**src/rtl/job_feeder_pkg.sv**
```systemverilog
// Shared types for the BLAKE3 job feeder: FSM states, latched job record,
// and the flag-word bit positions used by the hash generator.
package job_feeder_pkg;

   localparam int FLG_CS   = 0;
   localparam int FLG_CE   = 1;
   localparam int FLG_ROOT = 2;

   typedef enum logic [1:0] {
      ST_IDLE,
      ST_ISSUE,
      ST_GAP,
      ST_DONE
   } state_t;

   typedef struct packed {
      logic [7:0][31:0]  h;
      logic [15:0][31:0] msg;
      logic [31:0]       bl;
      logic [2:0]        flg;
      logic [31:0]       nonce;
      logic [31:0]       cnt;
   } job_t;

   function automatic logic [15:0][31:0] insert_nonce(input logic [15:0][31:0] msg,
                                                      input logic [3:0] idx,
                                                      input logic [31:0] nonce);
      logic [15:0][31:0] r;
      r      = msg;
      r[idx] = nonce;
      return r;
   endfunction

endpackage

```
**src/rtl/job_feeder_issue_timer.sv**
```systemverilog
// Loadable down-counter; tick is high once the loaded gap has elapsed.
module issue_timer #(
   parameter int W = 32
) (
   input  logic         Clk,
   input  logic         Rstn_I,
   input  logic         load,
   input  logic [W-1:0] load_val,
   output logic         tick
);

   logic [W-1:0] cnt;

   always_ff @(posedge Clk or negedge Rstn_I) begin
      if (!Rstn_I)          cnt <= '0;
      else if (load)        cnt <= load_val;
      else if (cnt != '0)   cnt <= cnt - 1'b1;
   end

   assign tick = (cnt == '0);

endmodule

```
**src/rtl/job_feeder.sv**
```systemverilog
// Accepts one mining job and issues nonce-stamped message blocks to the
// BLAKE3 hash generator, one per issue slot, until the count runs out or abort.
module job_feeder
   import job_feeder_pkg::*;
#(
   parameter int NONCE_IDX      = 0,
   parameter int ISSUE_INTERVAL = 1
) (
   input  logic              Clk,
   input  logic              Rstn_I,
   input  logic              JobVld_I,
   output logic              JobRdy_O,
   input  logic [7:0][31:0]  JobH_I,
   input  logic [15:0][31:0] JobMsg_I,
   input  logic [31:0]       JobBL_I,
   input  logic [2:0]        JobFlg_I,
   input  logic [31:0]       NonceStart_I,
   input  logic [31:0]       NonceCnt_I,
   input  logic              Abort_I,
   output logic              Strt_O,
   output logic [7:0][31:0]  H_O,
   output logic [15:0][31:0] Msg_O,
   output logic [31:0]       BL_O,
   output logic              CS_flg_O,
   output logic              CE_flg_O,
   output logic              ROOT_flg_O,
   output logic [31:0]       Nonce_O,
   output logic              Busy_O,
   output logic              Done_O
);

   localparam logic [3:0]  IDX      = NONCE_IDX[3:0];
   // GAP holds ISSUE_INTERVAL-1 cycles; the timer ticks on its zero count.
   localparam logic [31:0] GAP_LOAD = (ISSUE_INTERVAL > 1) ? 32'(ISSUE_INTERVAL - 2) : '0;

   state_t state;
   job_t   job;
   logic   tick;

   issue_timer #(.W(32)) u_timer (
      .Clk      (Clk),
      .Rstn_I   (Rstn_I),
      .load     (state == ST_ISSUE),
      .load_val (GAP_LOAD),
      .tick     (tick)
   );

   always_ff @(posedge Clk or negedge Rstn_I) begin
      if (!Rstn_I) begin
         state   <= ST_IDLE;
         job     <= '0;
         Strt_O  <= 1'b0;
         Msg_O   <= '0;
         Nonce_O <= '0;
         Done_O  <= 1'b0;
      end else begin
         Strt_O <= 1'b0;
         unique case (state)
            ST_IDLE: if (JobVld_I) begin
               job <= '{h: JobH_I, msg: JobMsg_I, bl: JobBL_I, flg: JobFlg_I,
                        nonce: NonceStart_I, cnt: NonceCnt_I};
               state <= (NonceCnt_I != '0) ? ST_ISSUE : ST_DONE;
            end
            ST_ISSUE: begin
               if (Abort_I) begin
                  state <= ST_DONE;
               end else begin
                  Strt_O    <= 1'b1;
                  Msg_O     <= insert_nonce(job.msg, IDX, job.nonce);
                  Nonce_O   <= job.nonce;
                  job.nonce <= job.nonce + 32'd1;
                  job.cnt   <= job.cnt - 32'd1;
                  if (job.cnt == 32'd1)         state <= ST_DONE;
                  else if (ISSUE_INTERVAL == 1) state <= ST_ISSUE;
                  else                          state <= ST_GAP;
               end
            end
            ST_GAP: begin
               if (Abort_I)   state <= ST_DONE;
               else if (tick) state <= ST_ISSUE;
            end
            ST_DONE: begin
               // First DONE cycle arms the pulse, second one retires to IDLE.
               if (!Done_O) begin
                  Done_O <= 1'b1;
               end else begin
                  Done_O <= 1'b0;
                  state  <= ST_IDLE;
               end
            end
            default: state <= ST_IDLE;
         endcase
      end
   end

   assign JobRdy_O   = (state == ST_IDLE);
   assign Busy_O     = (state != ST_IDLE);
   assign H_O        = job.h;
   assign BL_O       = job.bl;
   assign CS_flg_O   = job.flg[FLG_CS];
   assign CE_flg_O   = job.flg[FLG_CE];
   assign ROOT_flg_O = job.flg[FLG_ROOT];

endmodule

```
**config.mk**
```make
export PLATFORM = sky130hd
export DESIGN_NAME = job_feeder
export DESIGN_NICKNAME = d
export VERILOG_FILES = /design/src/rtl/job_feeder_pkg.sv /design/src/rtl/job_feeder_issue_timer.sv /design/src/rtl/job_feeder.sv
export SDC_FILE = /design/constraint.sdc
export NUM_CORES = 2
export LEC_CHECK = 0
export CAP_MARGIN = 20
export CORE_AREA = 2 2 676 678
export DETAILED_ROUTE_END_ITERATION = 10
export DIE_AREA = 0 0 678 680
export GPL_ROUTABILITY_DRIVEN = 0
export GPL_TIMING_DRIVEN = 0
export PLACE_DENSITY = 0.35
export SYNTH_ARGS = -nofsm -noshare
export SYNTH_HDL_FRONTEND = slang
export SYNTH_SLANG_ARGS = --single-unit
```
**constraint.sdc**
```tcl
create_clock -name Clk -period 1.96 [get_ports Clk]
set_input_delay 0.392 -clock Clk [delete_from_list [all_inputs] [get_ports Clk]]
set_output_delay 0.392 -clock Clk [all_outputs]
set_load 0.01 [all_outputs]
```
==> results.cfg <==
[status]
status = finished with violations
violations = setup timing

[timing]
fin_hold_ws_ps = 104
finalSetupViolCount = 2426
worst_slew_pin_slew_ps = 758
max_freq_mhz = 422
finalCritPeriodShare_pct = 121
finClkSkew_ps = 68.5
drv_slew = 0
grt_setup_unrepaired = true
slew_headroom_pct = 49.5
hold_viol = 0
finalCriticalPeriod_ps = 2370
worst_slack_ps = -412

[final_layout]
nFillCells = 50400
syn2layout_area_growth_pct = 74.0
fin_nets = 9952
final_util_pct = 21.5
final_cell_count_no_fill = 15300
drive_above_1_share_pct = 15.3

[global_routing]
grt_max_degree = 134
grt_overflow_total = 0
grt_pass1_wl_mm = 509
antenna_found_initial = 167
grt_pass1_vias = 54100
track_usage_pct = 16.2

[place]
hpwl_mm = 317
place_worst_setup_slack_ps = -2880
placed_cells = 14200
portBuffers = 1677

[clocking]
tritoncts.num_buffers = 192
clock_latency_ps = 890
cts_tree = done
clockBufferDepth = 4
clkSlewWorstSetupHoldPaths_ps = 60
clock_sinks = 1383
cts-root-buf = clkbuf_16
cts.htree.levels = 4

[min_path]
holdPathStages = 3
min_to = H_O[24]
hp-start = JobH_I[24]
hp-class = primary input to flip-flop

[power_and_ir_drop]
total_power_mw = 161
power_density_nw_per_um2 = 1640
irDropWorstVdd_v = 0.000874
leakage_nw = 46.4

[yosys]
synth-async-reset-ratio_pct = 100
synth_seq_cells = 1383
syn_inst = 6468
ys_seq_area_share_pct = 61.6
synth_area_leaders = dfrtp_1 62%, nand2_1 26%, buf_4 4.3%
synth_top_area_share_pct = 61.6
synth_flop_cell = dfrtp_1
synth_nets = 7343
synth.cell_area_sq_um = 56200
yosysUniqueCellTypes = 67
yosysMostFrequentCell = nand2_1
synth_commonest_cells = 3905 x nand2_1, 1383 x dfrtp_1, 321 x buf_4
synth_top_cell_by_area = dfrtp_1
yosysWarnings = 0
synth-edff-count = 0
synth_area_per_cell_sq_um = 8.69

[die]
start_util_pct = 12.4
die_height_um = 680
coreArea_sq_um = 454000
dieArea_sq_um = 461000
rows = 248
io_pins = 1710
die_w_um = 678

[drt]
via_count = 53700
wire_per_inst_um = 25.7
drtIter0Drc = 3582
drc = 0
routed_wl_mm = 393
ant_nets = 0
firstDrtPassIters = 6
viasPerCell = 3.51

[job]
maxCapViolCount = 0

[setup_path]
r2r-start = state[0]
r2r_cells = 9
cp.required_ps = 2760
path_class = flip-flop to flip-flop
r2r_slack_ps = -410
start_kind = flip-flop
arrival_ps = 3170
r2r_end = Msg_O[462]
crit_path_end_kind = flip-flop
cp_max_fo = 10
-- through the flow --
| stage | area [sq um] | setup TNS [ps] |
|---|---|---|
| 2_1_floorplan | 56200 | -131 |
| 3_3_place_gp | 80500 | - |
| 3_5_place_dp | 81200 | -4398500 |
| 4_1_cts | 94700 | -798700 |
| 5_1_grt | 97700 | -755710 |
| 6_report | 97700 | -480300 |
-- routing by layer --
layer	up-vias	wire, um	global-route usage [%]	part of all wire, %
li1	25000	-	-	-
met4	22	8200	3.12	2.1
met3	481	32200	5.39	8.2
met1	26400	158000	19.3	40
met2	1770	195000	28.4	50
met5	-	138	0	0.035
-- cells by family (layout without fill, tap and decap cells) --
group                      Yosys count  in the layout  synth area share [%]
DFF                               1383           1383                  61.6
adders and majority gates            4              4                0.0891
AOI/OAI and AO/OA                  227            227                  2.57
muxes                                5              5                0.0891
xor gates and xnor gates            19             19                 0.296
buffers and inverters              666           3433                  6.64
other                                0             46                     0
and+or+nand+nor                   4164           4165                  28.7
-- final cells by class --
type	instances	area (sq um)	share of cell area [%]
sequential	1383	34700	35.5
clock inverter	66	800	0.818
multi-input combinational	4420	18800	19.3
timing repair buffer	2425	24800	25.4
clock buffer	287	5740	5.87
antenna	46	115	0.118
inverter	12	71.3	0.0730
tap	6000	7510	7.68
buffer	643	5210	5.33
-- critical path: stages, from the launching register on --
cell	delay, ps
dfrtp_2	460
nand2b_4	170
a21oi_4	250
nand2_4	120
buf_12	160
clkinv_16	90
clkbuf_16	210
clkbuf_2	270
nand2_2	320
nand2_1	140
-- sequential cells by signal, summed over array words and instances, names as in the netlist, 2 cells and up --
name         count
u_timer.cnt     32
BL_O            32
H_O            256
job            544
Msg_O          480
Nonce_O         32
state            2
-- worst max path at each step --
| stage | start | endpoint | slack, ps | cells after the start |
|---|---|---|---|---|
| 6_report | state[0] | Msg_O[462] | -410 | 9 |
| 5_1_grt | state[0] | job[195] | -510 | 12 |
| 4_1_cts | state[0] | job[254] | -480 | 12 |
| 3_5_place_dp | Abort_I | Msg_O[363] | -2880 | 9 |
| 3_3_place_gp | Rstn_I | Msg_O[335] | -73680 | 1 |
| 2_1_floorplan | job[3] | job[21] | -50 | 5 |
-- timing repair --
item,4_1_cts,5_1_grt
endpoints found under the setup margin,2687,2721
cloned,9,22
pin swaps,17,75
hold endpoints to repair,854,238
gates resized for setup,972,678
buffers inserted,37,97
hold buffers,546,11
-- where the power goes --
group | internal, mW | switching (mW) | total, mW
Clock | 21.8 | 15.4 | 37.1
Combinational | 30.7 | 39.7 | 70.4
Sequential | 42.6 | 10.3 | 53.0
Total | 95.1 | 65.5 | 161
-- cell usage in the layout (no fill, tap or decap), types with 12 or more instances in the layout --
master | netlist | routed
nand2_2 | 0 | 57
buf_6 | 1 | 111
a21oi_1 | 75 | 67
clkbuf_8 | 0 | 70
nor4_4 | 3 | 12
buf_4 | 321 | 411
clkdlybuf4s15_2 | 0 | 27
dlygate4sd3_1 | 0 | 552
buf_12 | 0 | 38
dfrtp_1 | 1383 | 1341
nand2_1 | 3905 | 3821
nor4_1 | 27 | 18
o22ai_1 | 17 | 17
nor3_1 | 29 | 23
buf_2 | 14 | 21
or3_1 | 15 | 12
diode_2 | 0 | 46
clkbuf_4 | 0 | 45
buf_16 | 0 | 30
clkinv_2 | 0 | 33
buf_8 | 0 | 22
xnor2_1 | 19 | 19
clkdlybuf4s50_1 | 0 | 1271
clkbuf_16 | 0 | 232
clkbuf_1 | 308 | 106
nand2_4 | 0 | 25
nand4_1 | 14 | 14
dlygate4sd2_1 | 0 | 303
clkbuf_2 | 0 | 110
dfrtp_2 | 0 | 42
o21ai_0 | 43 | 38
nand3_1 | 29 | 22
nor2_1 | 82 | 74
Power figures use the tool's default switching activity.
